==> config.mk <==
export PLATFORM = sky130hd
export DESIGN_NAME = sbox_32
export DESIGN_NICKNAME = d
export VERILOG_FILES = /design/src/rtl/sbox_32_pkg.sv /design/src/rtl/sbox_32_sbox4.sv /design/src/rtl/sbox_32.sv
export SDC_FILE = /design/constraint.sdc
export NUM_CORES = 1
export LEC_CHECK = 0
export CAP_MARGIN = 20
export CORE_MARGIN = 2
export CORE_UTILIZATION = 45
export DETAILED_ROUTE_END_ITERATION = 7
export PLACE_DENSITY = 0.7
export RECOVER_POWER = 100
export SLEW_MARGIN = 25
export SYNTH_ARGS = -nofsm -noshare
export SYNTH_HDL_FRONTEND = slang
export SYNTH_SLANG_ARGS = --single-unit
==> constraint.sdc <==
create_clock -name clk -period 1.3 [get_ports clk]
set_input_delay 0.195 -clock clk [delete_from_list [all_inputs] [get_ports clk]]
set_output_delay 0.195 -clock clk [all_outputs]
set_load 0.03 [all_outputs]
==> src/rtl/sbox_32_pkg.sv <==
// Shared cipher constants: 4-bit S-box tables, word geometry, round constants.
// The round-constant table and round count belong to the cipher controller.
`default_nettype none

package sbox_32_pkg;

  localparam int WORD_W  = 32;
  localparam int NIBBLES = 8;
  localparam int NIB_W   = 4;
  localparam int ROUNDS  = 12;

  // Entry n sits in nibble n, so each table reads right-to-left from input 0.
  localparam logic [15:0][3:0] SBOX_FWD = 64'h2174_8FE3_DA09_B65C;
  localparam logic [15:0][3:0] SBOX_INV = 64'hA970_364B_D21C_8FE5;

  localparam logic [ROUNDS-1:0][7:0] ROUND_CONST = 96'h2F_5E_BC_63_C6_97_35_6A_D4_B3_7D_FA;

  function automatic logic [NIB_W-1:0] sbox_lookup(input logic [NIB_W-1:0] nib,
                                                   input logic             inv_sel);
    return inv_sel ? SBOX_INV[nib] : SBOX_FWD[nib];
  endfunction

endpackage

`default_nettype wire

==> src/rtl/sbox_32_sbox4.sv <==
// Combinational 4-bit S-box lookup with forward/inverse select.
`default_nettype none

module sbox_32_sbox4
  import sbox_32_pkg::*;
(
  input  logic [NIB_W-1:0] nib_in,
  input  logic             inv,
  output logic [NIB_W-1:0] nib_out
);

  assign nib_out = sbox_lookup(nib_in, inv);

endmodule

`default_nettype wire

==> src/rtl/sbox_32.sv <==
// 32-bit nibble-wise substitution layer: eight parallel S-boxes, one registered stage.
`default_nettype none

module sbox_32
  import sbox_32_pkg::*;
(
  input  logic              clk,
  input  logic              reset,
  input  logic [WORD_W-1:0] inText,
  input  logic              inv,
  input  logic              in_valid,
  output logic [WORD_W-1:0] outText,
  output logic              out_valid
);

  logic [WORD_W-1:0] sub_word;

  generate
    for (genvar i = 0; i < NIBBLES; i++) begin : g_nib
      sbox_32_sbox4 u_sbox4 (
        .nib_in  (inText[NIB_W*i +: NIB_W]),
        .inv     (inv),
        .nib_out (sub_word[NIB_W*i +: NIB_W])
      );
    end
  endgenerate

  // outText only loads on accepted words, so idle-cycle X never reaches it.
  always_ff @(posedge clk or posedge reset) begin
    if (reset) begin
      outText   <= '0;
      out_valid <= 1'b0;
    end else begin
      out_valid <= in_valid;
      if (in_valid) begin
        outText <= sub_word;
      end
    end
  end

endmodule

`default_nettype wire

Yosys cells after proc, flatten, opt, wreduce, memory -nomap -nowiden
Memories as Yosys holds them, arrays and structs flattened.
Index checks and enable logic that the tools add are counted.
Widths: inputs -> output; s select.
{ "word_totals": {"n_memories": 16, "wordCells": 50, "out_inout_bits": 33, "reg_bits": 33, "inputBits": 36, "romBits": 1024} }
{ "mem_list": {"columns": ["name", "words", "word_bits", "rd", "rd_ports_with_merged_regs", "wr", "line_no", "text"], "rows": [
  ["(no name shown)", 16, 4, 1, 0, 0, "sbox_32_pkg.sv:20", "return inv_sel ? SBOX_INV[nib] : SBOX_FWD[nib];"],
  ["(no name shown)", 16, 4, 1, 0, 0, "sbox_32_pkg.sv:20", null],
  ["(no name shown)", 16, 4, 1, 0, 0, "sbox_32_pkg.sv:20", null],
  ["(no name shown)", 16, 4, 1, 0, 0, "sbox_32_pkg.sv:20", null],
  ["(no name shown)", 16, 4, 1, 0, 0, "sbox_32_pkg.sv:20", null],
  ["(no name shown)", 16, 4, 1, 0, 0, "sbox_32_pkg.sv:20", null],
  ["+10 memories", null, null, null, null, null, null, null]
]} }
{ "op_classes": {"n_lt_le_gt_ge": 8, "n_mux": 24} }
{ "ops": {"columns": ["cell", "count"], "rows": [
  ["$mux 4", 24],
  ["$lt 4x5->1 const B", 8]
]} }

Depth between registers and ports, before layout
Gate-level depths: netlist (run 1).
{ "depth": {"ltp_word": 3, "ltp_mapped": 7} }

Modules after synthesis
A second synthesis (run 1) with hierarchy kept.
{ "hier_totals": {"hier_cells": 383, "area_unflattened_um2": 3996.3} }
{ "by_module_without_submodules": {"columns": ["mod", "seq_area_each_um2", "n_inst", "area_per_inst_um2", "cells_per_inst"], "rows": [
  ["sbox_32_sbox4 at g_nib[0].u_sbox4 ...", 0.0, 5, 319.1, 36],
  ["sbox_32", 825.8, 1, 1373.8, 70],
  ["sbox_32_sbox4 at g_nib[6].u_sbox4 ...", 0.0, 2, 350.3, 48],
  ["sbox_32_sbox4 at g_nib[3].u_sbox4", 0.0, 1, 326.6, 37]
]} }

Least setup slack after synthesis (run 1)
OpenSTA, ideal clock, no wires.
{ "synth_path": {"path_type": "input -> register", "startpoint": "input port inText[21]", "endpoint": "register outText[23]", "required_time_ps": 1175, "slack_ps": -365, "setup_ps": 125, "n_path_buf": 0, "arrival_time_ps": 1540, "cell_stages": 6, "path_cell_list": "clkinv_1 ha_1 or2_2 o21ai_0 mux4_2 mux2_2"} }
{ "synth_via": {"elab_chain_cells": 3, "elab_cells_between_ends": 5, "classes_between": "mux: 3; memory: 2"} }
{ "synth_lines": {"columns": ["element", "line_no", "text"], "rows": [
  ["start, declared", "sbox_32.sv:9", "input logic [WORD_W-1:0] inText,"],
  ["$mem_v2 16x4", null, null],
  ["$mux 4 (implied by the code)", "sbox_32_pkg.sv:20", null],
  ["$mux 4 (*)", "sbox_32_pkg.sv:20", null],
  ["end signal, assigned", "sbox_32.sv:36", "outText <= sub_word;"],
  ["end, declared", "sbox_32.sv:12", "output logic [WORD_W-1:0] outText,"]
]} }
Mark *: on every way between the ends. The rest lies on a longest branch, timed or not. The select of a mux whose other input is x is not followed.
A chain may end at the register's enable or synchronous reset.

Final worst setup path (run 1)
{ "layout_path": {"startpoint": "input port inText[7]", "endpoint": "register outText[6]"} }
The elaborated chain is that of the path after synthesis.

==> impl_metrics.py, run 1 <==
metrics = {
    "run_status": {
        "outcome": "finished, violations left",
        "violations": "setup timing",
    },
    "finish": {
        "layout-drive-gt1-share_pct": 35.6,
        "area_delta_synth_final_pct": 52.2,
        "n_antenna_cell": 0,
        "layout.nets": 701,
    },
    "timing": {
        "rsz0062_at_grt": "yes",
        "timing.final.crit_period_ps": 1330,
        "skew_ps": 0,
        "hold_viol": 0,
        "slew_violations": 0,
        "whs_ps": 373,
        "fin_crit_sh_pct": 102,
        "worst_pin_slew_ps": 928,
        "setup_violations": 3,
        "fin_setup_tns_ps": -52.0,
        "fmax_mhz": 753,
        "worst_slack_ps": -27.7,
        "slew_headroom_pct": 38.1,
    },
    "clocking": {
        "cts_root_buffer": "clkbuf_8",
        "numCtsBuffers": 5,
        "clock_path_buffers": 2,
        "clkSlewWorstSetupHoldPaths_ps": 80,
        "cts_tree": "done",
        "cts_hold_buf": 0,
        "insertion_delay_ps": 290,
        "htreeDepth": 2,
        "cts_num_sinks": 33,
    },
    "floorplan": {
        "core-area_mm2": 0.00818,
        "die_h_um": 95.7,
        "ioPinCount": 69,
        "rows": 33,
        "initial_core_util_pct": 46.3,
        "die_w_um": 95.7,
        "die_area_mm2": 0.00916,
    },
    "power": {
        "ir_drop_mv": 0.515,
        "combPwrFrac_pct": 47.5,
        "p_int_w": 0.00277,
        "switchingPower_w": 0.00161,
        "powerDensity_mw_per_mm2": 760,
        "p_leak_nw": 2.69,
        "seqPwrFrac_pct": 28.7,
        "p_clk_share_pct": 23.7,
        "switching_share_pct": 36.7,
    },
    "logic_synthesis": {
        "avgSynthCellArea_um2": 8.43,
        "ys.warnings.count": 0,
        "synth-main-ff-cell": "dfrtp_1",
        "synth.distinct_cells": 54,
        "yosysTopAreaCellShare_pct": 21.8,
        "synth.most_common_cell": "ha_1",
        "yosysSeqAreaShare_pct": 21.8,
        "synth_nets": 541,
        "synth_seq_cells": 33,
        "synthesis.area_mm2": 0.00378,
        "async_flop_share_pct": 100,
        "synthTopCellsByArea": "dfrtp_1 (22%), ha_1 (19%), mux4_2 (4.8%)",
        "synth_edf_count": 0,
        "synthTopCellsByCount": "ha_1 (56), nor2_1 (42), dfrtp_1 (33)",
        "synth_cells": 449,
        "synth_top_cell_by_area": "dfrtp_1",
    },
    "global_routing": {
        "grt_pass1_wl_um": 17700,
        "grt_max_degree": 34,
        "grt_overflow": 0,
        "grt_pass1_vias": 3929,
        "antenna_found_initial": 0,
        "grt_util_all_layers_pct": 24.0,
    },
    "job": {
        "cap_violations": 0,
    },
    "worst_setup_path": {
        "crit_fanout": 13,
        "worstPathRequired_ps": 1480,
        "end_kind": "register",
        "start_kind": "primary input",
        "arrival_ps": 1500,
        "reg2regPathDepth": 1,
        "criticalPathCategory": "in2reg",
    },
    "worst_hold_path": {
        "hp-class": "in2reg",
        "hold_depth": 3,
    },
    "drt": {
        "drt-vias-per-instance": 5.56,
        "num_vias": 3973,
        "ant_nets": 0,
        "dr.pass1.iters": 5,
        "drt_wl_total_um": 11000,
        "remaining_drc_errors": 0,
        "first_iter_violations": 237,
        "wl_per_cell_um": 15.4,
    },
    "placed_design": {
        "dp_hpwl_um": 7930,
        "port_buffers": 68,
        "place.gp.congestion": 0.886,
    },
}
[layout make-up]
class,count,area [um2]
Clock buffer,7,86.3
Clock inverter,1,30.0
Fill cell,641,2420
Inverter,32,156
Multi-Input combinational cell,349,2950
Sequential cell,33,826
Tap cell,105,131
Timing Repair Buffer,188,1570
[cells in the final DEF (no fill, tap or decap), types with 6 or more instances in the layout]
cell	synthesis	layout
a211o_1	6	6
a211oi_1	9	7
a21oi_1	22	20
a31oi_1	13	13
buf_2	19	6
buf_4	2	101
buf_6	2	15
clkbuf_2	0	7
clkbuf_8	0	6
dfrtp_1	33	33
dlygate4sd2_1	0	36
dlymetal6s2s_1	0	6
ha_1	56	42
ha_4	0	11
inv_1	27	12
inv_2	4	11
mux2_4	0	6
mux2i_1	11	11
mux4_2	8	8
nand2_1	26	25
nand2b_1	14	14
nand3_1	10	10
nor2_1	42	41
nor2b_1	14	11
o211ai_1	8	8
o21ai_0	17	12
o21ai_1	12	12
[sequential cells by signal, indices dropped and copies added (netlist names)]
name / count
outText: 32
out_valid: 1
[worst max-delay path: stages]
cell and delay (ps):
clkdlybuf4s50_1 470, buf_6 160, nor2_2 60, a211oi_2 290, a2111oi_4 90, a211o_1 240
[logic make-up (layout without fill, tap and decap cells)]
family                     count (synthesis)  in the layout  share of synthesized area (%)
DFF                                       33             33                           21.8
and+or+nand+nor                          125            125                           15.7
AOI/OAI and AO/OA                        133            133                           24.0
adders and majority gates                 56             56                           18.5
muxes                                     29             29                           10.6
xor gates and xnor gates                   6              6                           1.39
buffers and inverters                     67            228                           7.87
[per-stage QoR]
step	std cells	util (%)	power, W	setup WS, ps	cell area, um2
after global placement	701	66.2	0.00328	-774	5410
after floorplan	449	-	0.00241	-263	3910
final	715	70.4	0.00438	-27.7	5760
after detailed placement	701	66.2	0.00333	-816	5410
after global routing	715	70.4	0.00464	-40.4	5760
after CTS	712	68.8	0.00435	2.40	5630
[worst paths after layout]
check | startpoint | to | slack (ps)
worst max-delay path | inText[7] | outText[6]$_DFFE_PP0P_ | -30
worst min-delay path | inText[2] | outText[2]$_DFFE_PP0P_ | 370
worst max register to register | outText[6]$_DFFE_PP0P_ | outText[6]$_DFFE_PP0P_ | 480
worst min register to register | outText[26]$_DFFE_PP0P_ | outText[26]$_DFFE_PP0P_ | 490
max in group asynchronous | reset | outText[15]$_DFFE_PP0P_ | 240
min in group asynchronous | reset | outText[17]$_DFFE_PP0P_ | 480
[routing by layer]
metal  track usage (%)  wire [um]  vias to the layer above
met5                 0          0                        -
met4              6.79        143                        0
met3              3.68        442                       15
met2              43.6       5840                      108
met1              29.2       4590                     1906
li1                  -          -                     1944
[power by group through the flow]
| stage | clock network, W | logic (W) | registers, W |
|---|---|---|---|
| after floorplan | 0 | 0.000855 | 0.00156 |
| after global placement | 0 | 0.00200 | 0.00128 |
| after detailed placement | 0 | 0.00205 | 0.00128 |
| after CTS | 0.00107 | 0.00202 | 0.00126 |
| after global routing | 0.00111 | 0.00226 | 0.00127 |
| final | 0.00104 | 0.00208 | 0.00126 |
[repair_timing]
action | in CTS | in global routing
pin swaps | 13 | 17
gates cloned | 0 | 1
setup endpoints to repair | 64 | 26
buffers inserted | 3 | 3
resized for setup | 135 | 64
(Power assumes the default switching activity.)
==> run 2: changes to the inputs <==
--- a/config.mk
+++ b/config.mk
@@ -6,6 +6,7 @@
 export NUM_CORES = 1
 export LEC_CHECK = 0
 export CAP_MARGIN = 20
+export CORE_ASPECT_RATIO = 1.75
 export CORE_MARGIN = 2
 export CORE_UTILIZATION = 45
 export DETAILED_ROUTE_END_ITERATION = 7
==> run 2 against run 1 <==
Effect of this change:
- the flow still finishes with violations (setup timing)
- wire length down 1.8%
- die area up 0.31%
- fmax down 0.75%
- sequential power about the same
- register-to-register slack better by 20 ps
- clock power up 16%
==> impl_metrics.py, run 2 (synthesized netlist as in run 1, its figures left out) <==
metrics = {
    "run_status": {
        "outcome": "finished, violations left",
        "violations": "setup timing",
    },
    "clocking": {
        "cts_tree": "done",
        "cts_num_sinks": 33,
        "htreeDepth": 2,
        "cts_root_buffer": "clkbuf_16",
        "numCtsBuffers": 5,
        "clock_path_buffers": 2,
        "clkSlewWorstSetupHoldPaths_ps": 50,
        "insertion_delay_ps": 280,
    },
    "power": {
        "p_clk_share_pct": 26.6,
        "p_int_w": 0.00290,
        "switching_share_pct": 36.2,
        "ir_drop_mv": 0.539,
        "seqPwrFrac_pct": 27.8,
        "totalPowerFinal_w": 0.00455,
        "switchingPower_w": 0.00165,
        "p_leak_nw": 2.71,
        "powerDensity_mw_per_mm2": 791,
        "combPwrFrac_pct": 45.5,
    },
    "timing": {
        "slew_headroom_pct": 39.1,
        "setup_violations": 1,
        "whs_ps": 316,
        "hold_viol": 0,
        "fin_crit_sh_pct": 103,
        "worst_slack_ps": -37.7,
        "slew_violations": 0,
        "rsz0062_at_grt": "yes",
        "worst_pin_slew_ps": 914,
        "timing.final.crit_period_ps": 1340,
        "fin_setup_tns_ps": -37.7,
        "skew_ps": 0,
        "fmax_mhz": 748,
    },
    "worst_setup_path": {
        "ff2ff_setup_slack_ps": 500,
        "criticalPathCategory": "in2reg",
        "end_kind": "register",
        "crit_fanout": 3,
        "arrival_ps": 1500,
        "worstSetupStartpoint": "inText[20]",
        "worstPathRequired_ps": 1460,
        "start_kind": "primary input",
        "rr_startpoint": "outText[6]$_DFFE_PP0P_",
    },
    "floorplan": {
        "core-area_mm2": 0.00826,
        "initial_core_util_pct": 45.8,
        "die_h_um": 125,
        "ioPinCount": 69,
        "rows": 44,
        "die_area_mm2": 0.00919,
        "die_w_um": 73.3,
    },
    "drt": {
        "num_vias": 3952,
        "ant_nets": 0,
        "drt-vias-per-instance": 5.64,
        "drt_wl_total_um": 10800,
        "remaining_drc_errors": 0,
        "dr.pass1.iters": 4,
        "wl_per_cell_um": 15.4,
        "first_iter_violations": 193,
    },
    "placed_design": {
        "dp_cells": 677,
        "dp_hpwl_um": 8040,
        "place.gp.congestion": 0.916,
        "port_buffers": 68,
    },
    "finish": {
        "largest_reg_flops": 32,
        "final_cells": 701,
        "final_cell_mix": "buf_4 (101), ha_1 (44), nor2_1 (41), dlygate4sd2_1 (40), dfrtp_1 (33)",
        "top_regs": "outText x32, out_valid x1",
        "layout.nets": 701,
        "final_util_pct": 69.7,
        "largest_register": "outText",
        "area_delta_synth_final_pct": 52.1,
        "mostFrequentLayoutCell": "buf_4",
        "layout-drive-gt1-share_pct": 35.0,
        "n_antenna_cell": 0,
    },
    "global_routing": {
        "grt_max_degree": 34,
        "grt_overflow": 0,
        "grt_pass1_wl_um": 17800,
        "grt_pass1_vias": 3966,
        "grt_util_all_layers_pct": 23.9,
        "antenna_found_initial": 0,
    },
    "worst_hold_path": {
        "hp-class": "in2reg",
        "worstHoldStart": "in_valid",
    },
    "job": {
        "cap_violations": 0,
    },
}
## run 2: changes by cell type in the layout (fill, tap and decap cells not counted), moves of 3 or more
cell / before / now
buf_12: 1 / 5
buf_6: 15 / 10
clkbuf_16: 0 / 5
clkbuf_8: 6 / 1
clkdlybuf4s15_1: 5 / 1
clkdlybuf4s50_1: 5 / 2
dlygate4sd2_1: 36 / 40
## run 2: final timing paths
check,endpoint,cells after the start
min reg2reg,outText[3]$_DFFE_PP0P_,1
max,outText[23]$_DFFE_PP0P_,7
max reg2reg,outText[6]$_DFFE_PP0P_,1
min,out_valid$_DFF_PP0_,2
max in group asynchronous,outText[4]$_DFFE_PP0P_,3
min in group asynchronous,outText[31]$_DFFE_PP0P_,3
## run 2: power groups by stage
stage	sequential (W)	combinational [W]	clock, W
5_1_grt	0.00128	0.00225	0.00129
4_1_cts	0.00126	0.00200	0.00123
3_5_place_dp	0.00128	0.00203	0
3_3_place_gp	0.00128	0.00199	0
6_report	0.00127	0.00207	0.00121
2_1_floorplan	0.00156	0.000855	0
## run 2: final cells by class
cell class / instances / area (um2)
Multi-Input combinational cell: 349 / 2920
Fill cell: 646 / 2500
Timing Repair Buffer: 188 / 1590
Sequential cell: 33 / 826
Inverter: 32 / 159
Clock buffer: 7 / 143
Tap cell: 92 / 115
## run 2: critical path: stages
cell     delay, ps
buf_6           70
inv_2           50
ha_4           260
or2_4          130
o21ai_2         50
mux4_2         480
mux2_4         270
## run 2: layer usage
metal	wire length [um]	up-vias	track usage [%]
li1	-	1939	-
met1	4260	1894	27.1
met5	0	-	0
met3	339	22	3.38
met2	5960	97	43.9
met4	258	0	8.56
## run 2: stage by stage
stage	instance area (um2)	setup slack, ps
after detailed placement	5350	-845
after floorplan	3910	-263
after CTS	5570	-65.3
final	5760	-37.7
after global routing	5760	-61.4
after global placement	5350	-781
## run 2: repair_timing
item                                    4_1_cts  5_1_grt
setup buffers                                 7       10
hold buffers                                  0        0
gates resized for setup                     136       62
pin swaps                                    14       19
endpoints found under the setup margin       64       19
